File: config.mk
export PLATFORM = sky130hd
export DESIGN_NAME = imm_encoder
export DESIGN_NICKNAME = d
export VERILOG_FILES = /design/src/rtl/riscv_imm_pkg.sv /design/src/rtl/imm_pack_check.sv /design/src/rtl/imm_encoder.sv
export SDC_FILE = /design/constraint.sdc
export NUM_CORES = 1
export LEC_CHECK = 0
export BUFFER_PORTS_ARGS = -buffer_cell sky130_fd_sc_hd__buf_2
export CAP_MARGIN = 30
export CELL_PAD_IN_SITES_DETAIL_PLACEMENT = 0
export CELL_PAD_IN_SITES_GLOBAL_PLACEMENT = 1
export CORE_ASPECT_RATIO = 0.9
export CORE_MARGIN = 3
export CORE_UTILIZATION = 33
export CTS_CLUSTER_DIAMETER = 150
export DETAILED_ROUTE_END_ITERATION = 12
export PLACE_DENSITY_LB_ADDON = 0.1
export SYNTH_ARGS = -nofsm -noshare
export SYNTH_HDL_FRONTEND = slang
export SYNTH_SLANG_ARGS = --single-unit
File: constraint.sdc
create_clock -name clk -period 1.6 [get_ports clk]
set_input_delay 0.32 -clock clk [delete_from_list [all_inputs] [get_ports clk]]
set_output_delay 0.32 -clock clk [all_outputs]
set_load 0.1 [all_outputs]
File: src/rtl/riscv_imm_pkg.sv
// rtl/riscv_imm_pkg.sv - RV32I immediate format selects, func3 codes and field positions
package riscv_imm_pkg;

    localparam int XLEN = 32;

    typedef enum logic [1:0] {
        IMM_SEL_I = 2'd0,
        IMM_SEL_S = 2'd1,
        IMM_SEL_B = 2'd2,
        IMM_SEL_U = 2'd3
    } imm_sel_e;

    localparam logic [2:0] SLLI_FUNC3  = 3'b001;
    localparam logic [2:0] SRI_FUNC3   = 3'b101;
    localparam logic [2:0] SLTIU_FUNC3 = 3'b011;

    localparam int OPCODE_LSB = 0;
    localparam int RD_LSB     = 7;
    localparam int FUNC3_LSB  = 12;
    localparam int RS1_LSB    = 15;
    localparam int RS2_LSB    = 20;
    localparam int FUNC7_LSB  = 25;

    // True when v[31:msb] are all equal, i.e. v is a sign extension of v[msb:0].
    function automatic logic sext_fits(input logic [XLEN-1:0] v, input int msb);
        logic [XLEN-1:0] hi;
        hi = $unsigned($signed(v) >>> msb);
        return (hi == '0) || (hi == '1);
    endfunction

endpackage

File: src/rtl/imm_pack_check.sv
// rtl/imm_pack_check.sv - combinational RV32I word packer with immediate range check
module imm_pack_check
    import riscv_imm_pkg::*;
(
    input  logic [1:0]      i_imm_sel,
    input  logic [6:0]      i_opcode,
    input  logic [4:0]      i_rd,
    input  logic [4:0]      i_rs1,
    input  logic [4:0]      i_rs2,
    input  logic [2:0]      i_func3,
    input  logic [6:0]      i_func7,
    input  logic [XLEN-1:0] i_imm,
    output logic [XLEN-1:0] o_instr,
    output logic            o_err
);

    logic w_shift;

    assign w_shift = (i_imm_sel == IMM_SEL_I) && i_opcode[4] &&
                     ((i_func3 == SLLI_FUNC3) || (i_func3 == SRI_FUNC3));

    always_comb begin
        o_instr = '0;
        o_err   = 1'b0;
        o_instr[OPCODE_LSB +: 7] = i_opcode;
        case (imm_sel_e'(i_imm_sel))
            IMM_SEL_I: begin
                o_instr[RD_LSB +: 5]    = i_rd;
                o_instr[FUNC3_LSB +: 3] = i_func3;
                o_instr[RS1_LSB +: 5]   = i_rs1;
                if (w_shift) begin
                    o_instr[RS2_LSB +: 5]   = i_imm[4:0];
                    o_instr[FUNC7_LSB +: 7] = i_func7;
                    o_err = |i_imm[XLEN-1:5];
                end else begin
                    o_instr[31:20] = i_imm[11:0];
                    o_err = !sext_fits(i_imm, 11);
                end
            end
            IMM_SEL_S: begin
                o_instr[11:7]           = i_imm[4:0];
                o_instr[FUNC3_LSB +: 3] = i_func3;
                o_instr[RS1_LSB +: 5]   = i_rs1;
                o_instr[RS2_LSB +: 5]   = i_rs2;
                o_instr[31:25]          = i_imm[11:5];
                o_err = !sext_fits(i_imm, 11);
            end
            IMM_SEL_B: begin
                o_instr[7]              = i_imm[11];
                o_instr[11:8]           = i_imm[4:1];
                o_instr[FUNC3_LSB +: 3] = i_func3;
                o_instr[RS1_LSB +: 5]   = i_rs1;
                o_instr[RS2_LSB +: 5]   = i_rs2;
                o_instr[30:25]          = i_imm[10:5];
                o_instr[31]             = i_imm[12];
                o_err = !sext_fits(i_imm, 12) || i_imm[0];
            end
            default: begin
                o_instr[RD_LSB +: 5] = i_rd;
                o_instr[31:12]       = i_imm[31:12];
                o_err = |i_imm[11:0];
            end
        endcase
    end

endmodule

File: src/rtl/imm_encoder.sv
// rtl/imm_encoder.sv - two-stage valid/ready RV32I instruction encoder with error counter
module imm_encoder
    import riscv_imm_pkg::*;
#(
    parameter int N         = 32,
    parameter int ERR_CNT_W = 16
) (
    input  logic                 clk,
    input  logic                 rst,
    input  logic                 in_valid,
    output logic                 in_ready,
    input  logic [1:0]           imm_sel,
    input  logic [6:0]           opcode,
    input  logic [4:0]           rd,
    input  logic [4:0]           rs1,
    input  logic [4:0]           rs2,
    input  logic [2:0]           func3,
    input  logic [6:0]           func7,
    input  logic [N-1:0]         imm,
    output logic                 out_valid,
    input  logic                 out_ready,
    output logic [N-1:0]         instr,
    output logic                 err,
    output logic                 err_seen,
    input  logic                 clr_err,
    output logic [ERR_CNT_W-1:0] err_cnt
);

    logic [N-1:0]         w_instr;
    logic                 w_err;
    logic                 w_a_ready;
    logic                 w_b_ready;
    logic                 w_err_evt;

    logic                 r_a_valid;
    logic [N-1:0]         r_a_instr;
    logic                 r_a_err;
    logic                 r_b_valid;
    logic [N-1:0]         r_b_instr;
    logic                 r_b_err;
    logic                 r_err_seen;
    logic [ERR_CNT_W-1:0] r_err_cnt;

    imm_pack_check u_pack (
        .i_imm_sel (imm_sel),
        .i_opcode  (opcode),
        .i_rd      (rd),
        .i_rs1     (rs1),
        .i_rs2     (rs2),
        .i_func3   (func3),
        .i_func7   (func7),
        .i_imm     (imm),
        .o_instr   (w_instr),
        .o_err     (w_err)
    );

    // Ready ripples back combinationally so a full pipe still moves one word per cycle.
    assign w_b_ready = !r_b_valid || out_ready;
    assign w_a_ready = !r_a_valid || w_b_ready;
    assign in_ready  = w_a_ready;

    always_ff @(posedge clk) begin
        if (rst) begin
            r_a_valid <= 1'b0;
            r_a_instr <= '0;
            r_a_err   <= 1'b0;
        end else if (w_a_ready) begin
            r_a_valid <= in_valid;
            if (in_valid) begin
                r_a_instr <= w_instr;
                r_a_err   <= w_err;
            end
        end
    end

    always_ff @(posedge clk) begin
        if (rst) begin
            r_b_valid <= 1'b0;
            r_b_instr <= '0;
            r_b_err   <= 1'b0;
        end else if (w_b_ready) begin
            r_b_valid <= r_a_valid;
            if (r_a_valid) begin
                r_b_instr <= r_a_instr;
                r_b_err   <= r_a_err;
            end
        end
    end

    assign w_err_evt = r_b_valid && out_ready && r_b_err;

    // An erroneous handoff in the same cycle as clr_err leaves a count of one.
    always_ff @(posedge clk) begin
        if (rst) begin
            r_err_seen <= 1'b0;
            r_err_cnt  <= '0;
        end else if (w_err_evt) begin
            r_err_seen <= 1'b1;
            if (clr_err)
                r_err_cnt <= ERR_CNT_W'(1);
            else if (r_err_cnt != '1)
                r_err_cnt <= r_err_cnt + 1'b1;
        end else if (clr_err) begin
            r_err_seen <= 1'b0;
            r_err_cnt  <= '0;
        end
    end

    assign out_valid = r_b_valid;
    assign instr     = r_b_instr;
    assign err       = r_b_err;
    assign err_seen  = r_err_seen;
    assign err_cnt   = r_err_cnt;

endmodule
# Word level (Yosys, flattened, before mapping)
# Cells that the tools add are included.
[totals]
latchBits = 0
memories = 0
ram_bits = 0
wordCells = 50
ff_bits = 85
rom_bits = 0
[classes]
mul = 0
n_eq_ne = 7
order_cmp = 0
bitwise_logic = 0
shift = 0
div = 0
n_reduce_logical = 24
n_mux = 10
n_addsub = 1
[ops]
columns = ["op", "count"]
rows = [
  ["$pmux W25 S3", 1],
  ["$eq A32 B32 Y1 const B", 2],
  ["$logic_not A32 Y1", 2],
  ["$mux W16", 4],
  ["$reduce_or A27 Y1", 1],
  ["$add A16 B1 Y16 const B", 1],
  ["$ne A16 B16 Y1 const B", 1],
  ["$mux W12", 1],
  ["$reduce_or A12 Y1", 1],
  ["$logic_or A1 B1 Y1", 6],
  ["$reduce_and A2 Y1", 3],
  ["$logic_and A1 B1 Y1", 4],
  ["$logic_not A1 Y1", 4],
  ["$reduce_bool A2 Y1", 2],
  ["$eq A3 B1 Y1 const B", 1],
  ["$eq A3 B3 Y1 const B", 1],
  ["$mux W1", 3],
  ["$pmux W1 S3", 1],
  ["$eq A2 B1 Y1 const B", 1],
  ["$eq A2 B2 Y1 const B", 1],
  ["$logic_not A2 Y1", 1],
]

# Depth between registers and ports, before layout
# Gate-level depths: netlist (run 1).
[logic_depth]
depth_word = 5
ltp_mapped = 7
depth_no_buf = 6

# Hierarchy
# From an unflattened synthesis (run 1), not the netlist that was laid out.
[hier_totals]
cells_unflattened = 521
area_unflattened_um2 = 4096.4
[by_module_without_submodules]
columns = ["mod", "area_each_um2", "instances", "cells_each", "seq_area_each_um2"]
rows = [
  ["imm_encoder", 3280.6, 1, 412, 1701.6],
  ["imm_pack_check", 815.8, 1, 109, 0.0],
]

# Worst setup path after synthesis (run 1)
# No wires, ideal clock.
[synth_path]
path_kind = "register to register"
from = "reg r_b_valid, in the netlist out_valid"
to = "reg r_a_instr[21]"
path_slack_ns = -1.418
t_arrival_ns = 2.891
synth_period_minus_slack_ns = 3.018
path_buffers = 1
setup_time_ns = 0.128
path_stages_with_launch = 7
path_cell_list = "dfxtp_1 nand3b_1 nand2_1 clkbuf_1 a211oi_1 a21oi_1 nor2_1"
[synth_via]
elab_chain_len = 4
[synth_lines]
columns = ["element", "line", "rtl"]
rows = [
  ["start: declaration", "imm_encoder.sv:38", "logic r_b_valid;"],
  ["start signal: assignment", "imm_encoder.sv:82", "r_b_valid <= r_a_valid;"],
  ["$logic_not A1 Y1", "imm_encoder.sv:58", "assign w_b_ready = !r_b_valid || out_ready;"],
  ["$logic_or A1 B1 Y1", "imm_encoder.sv:58", ""],
  ["$logic_or A1 B1 Y1", "imm_encoder.sv:59", "assign w_a_ready = !r_a_valid || w_b_ready;"],
  ["named net in_ready", "imm_encoder.sv:11", "output logic in_ready,"],
  ["$reduce_and A2 Y1 (no line)", "n/a", ""],
  ["end signal: assignment", "imm_encoder.sv:70", "r_a_instr <= w_instr;"],
  ["end: declaration", "imm_encoder.sv:36", "logic [N-1:0] r_a_instr;"],
]
# The timed path passes the listed nets, and every way through them passes these cells.
# A chain may end at the register's enable or synchronous reset.

# Worst setup path in the final report (run 1)
[layout_path]
from = "reg r_err_cnt[6], in the netlist err_cnt[6]"
to = "out err_cnt[6]"
[layout_lines]
columns = ["element", "line", "rtl"]
rows = [
  ["start: declaration", "imm_encoder.sv:42", "logic [ERR_CNT_W-1:0] r_err_cnt;"],
  ["start signal: assignment", "imm_encoder.sv:102", "r_err_cnt <= r_err_cnt + 1'b1;"],
  ["end: declaration", "imm_encoder.sv:26", "output logic [ERR_CNT_W-1:0] err_cnt"],
]
# No word-level cell between the ends.

==> results of run 1 <==
-- cells by family (layout without fill, tap and decap cells) --
| family | count (synthesis) | after routing | synth area share |
|---|---|---|---|
| mux | 22 | 22 | 0.0611 |
| fa+ha+maj | 1 | 1 | 0.00321 |
| buf+inv | 35 | 186 | 0.0350 |
| simple gates | 218 | 218 | 0.265 |
| flops | 85 | 85 | 0.437 |
| compound gates | 116 | 116 | 0.183 |
| xor+xnor | 7 | 7 | 0.0158 |
-- what timing repair did --
| action | 4_1_cts | 5_1_grt |
|---|---|---|
| hold buffers | 0 | 0 |
| setup endpoints to repair | 0 | 29 |
| buffers inserted | 0 | 6 |
| gates resized for setup | 0 | 10 |
| endpoints found under the hold margin | 0 | 0 |
-- power by group through the flow --
| stage | logic, µW | registers [µW] | clock network (µW) |
|---|---|---|---|
| 6_report | 773 | 2220 | 1940 |
| 5_1_grt | 843 | 2230 | 2090 |
| 4_1_cts | 779 | 2220 | 2000 |
| 3_5_place_dp | 778 | 2270 | 0 |
| 3_3_place_gp | 770 | 2270 | 0 |
| 2_1_floorplan | 304 | 2440 | 0 |
-- metrics by stage --
step	hold WS, ns	setup slack [ns]
final	0.217	0.0341
after global placement	0.439	-0.153
after global routing	0.210	-0.0701
after floorplan	0.422	-0.653
after detailed placement	0.445	-0.148
after CTS	0.206	0.00353
-- cells in the final DEF (no fill, tap or decap), types with 3 or more instances in the layout --
master	n
mux2_2	4
a21oi_1	59
dfxtp_4	18
o21ai_0	10
xnor2_1	3
nand2_1	100
or3_1	3
nor2b_1	5
buf_2	119
nand3b_1	5
nor3_1	5
clkinv_2	3
buf_4	40
nor4_1	4
xor2_1	4
nand4_1	9
a211oi_1	15
nand3_1	14
a311oi_1	9
nand2b_1	3
a211o_1	5
o211a_1	3
nor2_1	45
mux2i_1	17
buf_12	7
clkbuf_16	9
dfxtp_1	67
or4_1	5
-- cell usage after synthesis, drive strengths merged, types with 3 or more instances --
master	count
nor2	45
nor4	6
or4	5
nand3	14
nand4	10
and3	3
or3	3
xor2	4
nand3b	5
mux2	4
nor2b	7
o211a	3
mux2i	17
a211o	5
a311oi	9
o21ai	13
clkbuf	29
buf	4
a211oi	15
xnor2	3
nand2	102
dfxtp	85
a21oi	61
nand2b	3
nor3	5
-- final cells by class --
| type | count | area (µm²) |
|---|---|---|
| timing repair buffer | 168 | 1050 |
| fill | 1139 | 5740 |
| clock buffer | 9 | 225 |
| clock inverter | 7 | 48.8 |
| sequential | 85 | 1770 |
| inverter | 2 | 7.51 |
| tap | 152 | 190 |
| multi-input combinational | 364 | 2140 |
-- registers in the layout, indices dropped and copies added, names as in the netlist --
name	flops
err	1
err_cnt	16
err_seen	1
instr	32
out_valid	1
r_a_err	1
r_a_instr	32
r_a_valid	1
-- worst max path at each step --
stage          depth (start not counted)             to
6_report                               2     err_cnt[6]
5_1_grt                                5    err_cnt[12]
4_1_cts                                5     err_cnt[8]
3_5_place_dp                           7        r_a_err
3_3_place_gp                           7        r_a_err
2_1_floorplan                          6  r_a_instr[21]
-- per-layer routing --
layer  up-vias  global-route usage
li1       2017                   -
met1      1868               0.249
met2       107               0.301
met3         6              0.0539
met4         2              0.0421
met5         -                   0
-- worst max-delay path: stages (launching register included) --
cell	delay, ns
dfxtp_4	0.35
buf_4	0.14
buf_2	0.43
==> impl_metrics.csv, run 1 <==
group,metric,value,unit
power_and_ir_drop,seq_power_share,0.450,
die,die_w,120,µm
cells_and_area,fin_util,0.486,
yosys,synthCells,484,
timing,slew-limit-headroom,0.670,
yosys,yosysUniqueCellTypes,45,
yosys,ys_top_cells_by_area,"dfxtp_1 (44%), nand2_1 (9.8%), a21oi_1 (7.8%)",
grt,grt_max_degree,73,
drt,drt-pass1-iter-count,5,
yosys,seq_area_frac_synth,0.437,
yosys,yosys.area.top_type,"dfxtp_1",
clock_tree,htreeDepth,3,
drt,drt_iter0_drc,282,
yosys,synth_warnings,0,
yosys,netlist.area_leader.share,0.437,
cells_and_area,fin_nets,702,
yosys,synth-async-reset-ratio,0,
flow_run,drv_cap,0,
placement,numPortBuffers,122,
drt,route.detailed.drc,0,
min_path,hold_start,"opcode[3]",
min_path,holdPathStages,3,
setup_path,regToRegStartpoint,"err_cnt[3]",
setup_path,crit_type,"reg2out",
cells_and_area,area_delta_synth_final,39.5,%
cells_and_area,instances_no_fill,787,
die,ios,123,
min_path,hp-class,"in2reg",
clock_tree,clock_sinks,85,
cells_and_area,drive_gt1_frac,0.354,
die,die_height,109,µm
timing,fin_setup_tns,0,ns
placement,gp_congestion,0.893,
yosys,synth_flop_cell,"dfxtp_1",
clock_tree,cts_tree,"built",
clock_tree,cts_root_buffer,"clkbuf_16",
timing,slew_viol_final,0,
timing,hold_viol,0,
power_and_ir_drop,clkPwrFrac,0.393,
grt,antenna_found_initial,1,
die,initial_utilization,0.348,
drt,wl,12.1,mm
timing,tightest_slew,0.499,ns
setup_path,r2r-end,"err_cnt[12]",
power_and_ir_drop,internal-power,3500,µW
setup_path,start_kind,"register",
yosys,syn_nets,556,
clock_tree,clk_path_buf_depth,2,
setup_path,cp_max_fo,6,
power_and_ir_drop,p_comb_frac,0.156,
min_path,whs_endpoint,"r_a_instr[3]",
setup_path,cp.required,1.28,ns
timing,fin_skew,0.00598,ns
timing,clock.fmax,0.639,GHz
grt,grt_pass1_wl,19.6,mm
cells_and_area,antenna_cells,0,
grt,grt_pass1_vias,3880,
placement,dpl_cell_area,0.00508,mm²
drt,met2_length,5.54,mm
power_and_ir_drop,netSwitchingFraction,0.291,
setup_path,startpoint,"err_cnt[6]",
drt,top_layer,"met5",
cells_and_area,final_area,0.00543,mm²
power_and_ir_drop,ir_drop,0.410,mV
status,outcome,"complete, no violations",
setup_path,worst_r2r_path_depth,5,
clock_tree,numCtsBuffers,9,
drt,ant_nets,0,
timing,rsz0062_at_grt,"yes",
yosys,synth_area,0.00389,mm²
die,fp-row-count,36,
timing,min_period,1.57,ns
yosys,synth-seq-cells,85,
drt,vias,4000,
die,dieArea,0.0131,mm²
clock_tree,insertion_delay,0.34,ns
grt,grt_overflow,0,
power_and_ir_drop,switching_power,1440,µW
drt,drt-met1-wl,5.75,mm
die,core,0.0112,mm²
timing,setup_viol,0,
drt,routed_via_density,5.08,
clock_tree,clk_pin_slew,0.06,ns
power_and_ir_drop,design_power_total,4940,µW
power_and_ir_drop,power_density,910,mW/mm²
setup_path,ff2ff_setup_slack,0.04,ns
setup_path,worstPathArrival,1.25,ns
grt,grt_usage,0.187,
placement,dpl.cell_count,765,
yosys,synth_edf_count,0,
setup_path,end_kind,"output pin",
drt,avgRoutedWirePerCell,15.3,µm
drt,wl_met3,708,µm
timing,fin_crit_sh,0.979,
power_and_ir_drop,leakage,0.00231,µW
yosys,syn_avg_cell_area,8.04,µm²
placement,hpwl,8.75,mm
(Power assumes the default switching activity.)
==> run 2, diff against run 1 <==
- PLACE_DENSITY: default -> 0.86
- PLACE_DENSITY_LB_ADDON: 0.1 -> default
==> run 2 against run 1 <==
Core utilization is 0.40 points lower. Register-to-register slack lost 0.02 ns. Critical endpoint is now err_cnt[12]. Final area shrank 0.83%. Sequential share of layout area up 0.27 points. Largest cell class unchanged.
==> impl_metrics.csv, run 2 (synthesis gave the netlist of run 1 again) <==
group,metric,value,unit
cells_and_area,multi_input_area,0.00213,mm²
die,ios,123,
grt,grt_usage,0.179,
power_and_ir_drop,power_density,941,mW/mm²
timing,setup_slack,0.0241,ns
setup_path,ff2ff_setup_slack,0.02,ns
drt,vias,4000,
setup_path,cpPeakStageDelay,0.49,ns
cells_and_area,fin_nets,696,
clock_tree,clock_sinks,85,
power_and_ir_drop,leakage,0.00229,µW
setup_path,start_kind,"register",
timing,fin_setup_tns,0,ns
status,outcome,"complete, no violations",
drt,avgRoutedWirePerCell,14.9,µm
cells_and_area,num-fill-cells,1164,
flow_run,drv_cap,0,
drt,wl,11.6,mm
timing,clock.fmax,0.635,GHz
setup_path,crit_chain,"and4_4, nand4_4, o21bai_1, or4b_1, a21oi_2",
setup_path,cp_max_fo,8,
cells_and_area,final_common_cell,"buf_2",
grt,antenna_found_initial,0,
drt,drt-pass1-iter-count,4,
clock_tree,cts_tree,"built",
placement,gp_congestion,0.890,
grt,grt_pass1_wl,18.7,mm
setup_path,worst_r2r_path_depth,5,
drt,drt_iter0_drc,282,
drt,route.detailed.drc,0,
die,initial_utilization,0.348,
cells_and_area,drive_gt1_frac,0.347,
clock_tree,cts_root_buffer,"clkbuf_16",
setup_path,end_kind,"register",
min_path,hp-class,"in2reg",
timing,whs,0.222,ns
timing,fin_crit_sh,0.985,
setup_path,cp.required,1.87,ns
timing,hold_viol,0,
die,die_w,120,µm
setup_path,startpoint,"err_cnt[7]",
clock_tree,numCtsBuffers,9,
die,fp-row-count,36,
setup_path,cp_slowest_cell,"or4b_1",
timing,min_period,1.58,ns
clock_tree,htreeDepth,3,
setup_path,worstPathArrival,1.85,ns
clock_tree,clk_pin_slew,0.07,ns
cells_and_area,antenna_cells,0,
grt,grt_max_degree,73,
cells_and_area,instances_no_fill,781,
placement,numPortBuffers,122,
power_and_ir_drop,ir_drop,0.819,mV
min_path,hold_start,"opcode[2]",
placement,dpl.cell_count,763,
cells_and_area,area_delta_synth_final,38.3,%
placement,pre_cts_ws,-0.212,ns
timing,slew_viol_final,0,
timing,rsz0062_at_grt,"yes",
die,dieArea,0.0131,mm²
cells_and_area,layout_common_cells,"buf_2 (121), nand2_1 (100), dfxtp_1 (67)",
setup_path,endpoint,"err_cnt[12]",
timing,tightest_slew,0.507,ns
grt,grt_overflow,0,
die,core,0.0112,mm²
clock_tree,insertion_delay,0.34,ns
timing,setup_viol,0,
timing,slew-limit-headroom,0.664,
drt,ant_nets,0,
drt,routed_via_density,5.12,
grt,grt_pass1_vias,3858,
cells_and_area,regArea,0.00177,mm²
setup_path,crit_type,"reg2reg",
setup_path,regToRegStartpoint,"err_cnt[7]",
die,die_height,109,µm
placement,hpwl,8.71,mm
setup_path,r2r-end,"err_cnt[12]",
power_and_ir_drop,design_power_total,5070,µW
clock_tree,clk_path_buf_depth,2,
timing,fin_skew,0.00866,ns
-- run 2: changes by cell type in the layout (fill, tap and decap cells not counted), sizes merged --
cell,change
buf,-4
clkbuf,-2
bufinv,+1
clkinv,-1
-- run 2: layout make-up --
| cell class | count | area share |
|---|---|---|
| sequential | 85 | 0.329 |
| tap | 152 | 0.0353 |
| timing repair buffer | 162 | 0.184 |
| clock buffer | 9 | 0.0418 |
| multi-input combinational | 364 | 0.395 |
| inverter | 2 | 0.00139 |
| clock inverter | 7 | 0.0137 |
-- run 2: how the worst min path moves through the flow --
stage / endpoint / slack, ns / cells after the start
2_1_floorplan: err / 0.42 / 2
3_3_place_gp: instr[16] / 0.44 / 2
3_5_place_dp: instr[0] / 0.44 / 2
4_1_cts: r_a_instr[3] / 0.21 / 3
5_1_grt: r_a_instr[3] / 0.21 / 3
6_report: r_a_instr[2] / 0.22 / 3
-- run 2: power by group --
part	leakage, µW	switching, µW	internal [µW]
clock network	0.000146	864	1220
registers	0.000709	48.0	2170
logic	0.00143	500	265
total	0.00229	1410	3660
-- run 2: metal layers --
metal	up-vias	global-route usage	share of wire
li1	2007	-	-
met1	1854	0.231	0.46
met2	125	0.297	0.47
met3	14	0.0513	0.057
met4	0	0.0421	0.013
met5	-	0	0
-- run 2: what timing repair did --
item / CTS / global route
gates resized for setup: 0 / 7
endpoints found under the setup margin: 0 / 6
buffers inserted: 0 / 2
hold buffers: 0 / 0
-- run 2: through the flow --
step                area (µm²)   util
floorplan                 4030      -
global placement          5040  0.452
detailed placement        5040  0.452
CTS                       5340  0.478
global route              5390  0.482
finish                    5390  0.482
-- run 2: critical path, delay by kind of cell (launching register included) --
family / cells / cell delay, ns
simple gates: 3 / 0.84
compound gates: 2 / 0.30
flops: 1 / 0.38
==> run 3, diff against run 2 <==
- BUFFER_PORTS_ARGS: -buffer_cell sky130_fd_sc_hd__buf_2 -> default
- CORE_UTILIZATION: 33 -> 40
- DONT_BUFFER_PORTS: default -> 1
- PLACE_DENSITY: 0.86 -> 0.84
==> run 3 against run 2 <==
Hold slack lost 0.18 ns. Critical path depth is the same. Critical endpoint unchanged. Highest routed layer unchanged. Routed wire length down 5.7%. Power shrank 12%. Sequential power is essentially flat. Non-clock buffer count decreased by 89. Largest power group unchanged. Flip-flop and latch count is the same.
==> impl_metrics.csv, run 3 (synthesis gave the netlist of run 1 again) <==
group,metric,value,unit
cells_and_area,final_area,0.00487,mm²
cells_and_area,fin_util,0.524,
setup_path,crit_chain,"and4_4, nand4_4, o21bai_1, or4b_1, a21oi_2",
timing,clock.fmax,0.628,GHz
clock_tree,cts_tree,"built",
timing,tightest_slew,0.495,ns
setup_path,crit_type,"reg2reg",
grt,grt_usage,0.200,
die,ios,123,
min_path,hp-class,"in2reg",
cells_and_area,final_common_cell,"nand2_1",
power_and_ir_drop,netSwitchingFraction,0.275,
timing,fin_setup_tns,0,ns
die,fp-row-count,33,
cells_and_area,layout_common_cells,"nand2_1 (100), buf_4 (69), dfxtp_1 (67)",
placement,dpl_cell_area,0.00459,mm²
die,dieArea,0.0110,mm²
power_and_ir_drop,leakage,0.00186,µW
timing,min_period,1.59,ns
setup_path,cp_top_family,"simple AND/OR/NAND/NOR gates",
grt,antenna_found_initial,0,
drt,wl,11.0,mm
status,outcome,"complete, no violations",
cells_and_area,antenna_cells,0,
drt,avgRoutedWirePerCell,16.6,µm
setup_path,end_kind,"register",
timing,whs,0.0381,ns
setup_path,crit_buf_inv,0,
placement,numPortBuffers,0,
cells_and_area,multi_input_area,0.00213,mm²
clock_tree,clk_pin_slew,0.09,ns
placement,hpwl,7.87,mm
setup_path,cp_max_fo,8,
drt,routed_via_density,5.58,
die,die_height,99.6,µm
drt,drt-pass1-iter-count,4,
clock_tree,clk_path_buf_depth,2,
clock_tree,htreeDepth,3,
clock_tree,numCtsBuffers,9,
power_and_ir_drop,ir_drop,0.525,mV
cells_and_area,drive_gt1_frac,0.239,
drt,route.detailed.drc,0,
timing,slew_viol_final,0,
cells_and_area,fin_nets,607,
timing,hold_viol,0,
setup_path,cp_slowest_cell,"or4b_1",
grt,grt_pass1_vias,3523,
clock_tree,cts_root_buffer,"clkbuf_8",
clock_tree,clock_sinks,85,
clock_tree,insertion_delay,0.35,ns
timing,slew-limit-headroom,0.668,
power_and_ir_drop,switching_power,1230,µW
setup_path,cp.required,1.88,ns
power_and_ir_drop,p_comb_frac,0.126,
power_and_ir_drop,clkPwrFrac,0.379,
setup_path,worstPathArrival,1.88,ns
timing,fin_crit_sh,0.995,
cells_and_area,area_delta_synth_final,25.0,%
power_and_ir_drop,seq_power_share,0.495,
die,core,0.00929,mm²
min_path,holdPathStages,1,
flow_run,drv_cap,0,
setup_path,worst_r2r_path_depth,5,
grt,grt_pass1_wl,17.5,mm
timing,fin_skew,0.0104,ns
placement,pre_cts_ws,-0.0461,ns
drt,vias,3692,
setup_path,critical_path_depth,5,
die,die_w,110,µm
cells_and_area,regArea,0.00177,mm²
timing,rsz0062_at_grt,"yes",
setup_path,cpPeakStageDelay,0.49,ns
timing,setup_viol,0,
drt,drt_iter0_drc,222,
grt,grt_overflow,0,
cells_and_area,num-fill-cells,933,
die,initial_utilization,0.419,
grt,grt_max_degree,74,
setup_path,start_kind,"register",
drt,ant_nets,0,
power_and_ir_drop,internal-power,3250,µW
power_and_ir_drop,power_density,920,mW/mm²
placement,gp_congestion,0.917,
timing,setup_slack,0.00729,ns
run 3: power groups by stage:
stage | combinational [µW] | sequential (µW) | clock (µW)
after floorplan | 304 | 2440 | 0
after global placement | 560 | 2260 | 0
after detailed placement | 566 | 2270 | 0
after CTS | 568 | 2220 | 1750
after global routing | 608 | 2230 | 1840
final | 565 | 2220 | 1700
run 3: metrics by stage:
stage               total power, µW  cells
floorplan                      2750    484
detailed placement             2830    642
finish                         4480    662
global route                   4680    662
global placement               2820    642
CTS                            4540    660
run 3: final timing paths:
check                 from           to  slack (ns)
max             err_cnt[7]  err_cnt[12]       0.007
min                    rst     instr[9]        0.04
max reg2reg     err_cnt[7]  err_cnt[12]       0.007
min reg2reg  r_a_instr[21]    instr[21]        0.45
run 3: layer usage:
metal | vias to the layer above | wire (µm) | GRT usage
li1 | 1822 | - | -
met1 | 1756 | 4720 | 0.256
met2 | 106 | 5380 | 0.328
met3 | 8 | 777 | 0.0597
met4 | 0 | 87 | 0.0499
met5 | - | 0 | 0
run 3: final cells by class:
type                       count  share of cell area
multi-input combinational    364               0.438
tap                          122              0.0314
sequential                    85               0.363
clock buffer                   9              0.0254
inverter                       2             0.00154
timing repair buffer          73               0.121
clock inverter                 7              0.0195
run 3: timing repair:
item,CTS,global route
hold endpoints to repair,0,5
pin swaps,1,4
gates resized for setup,1,7
hold buffers,0,1
endpoints found under the setup margin,2,10
setup buffers,2,1
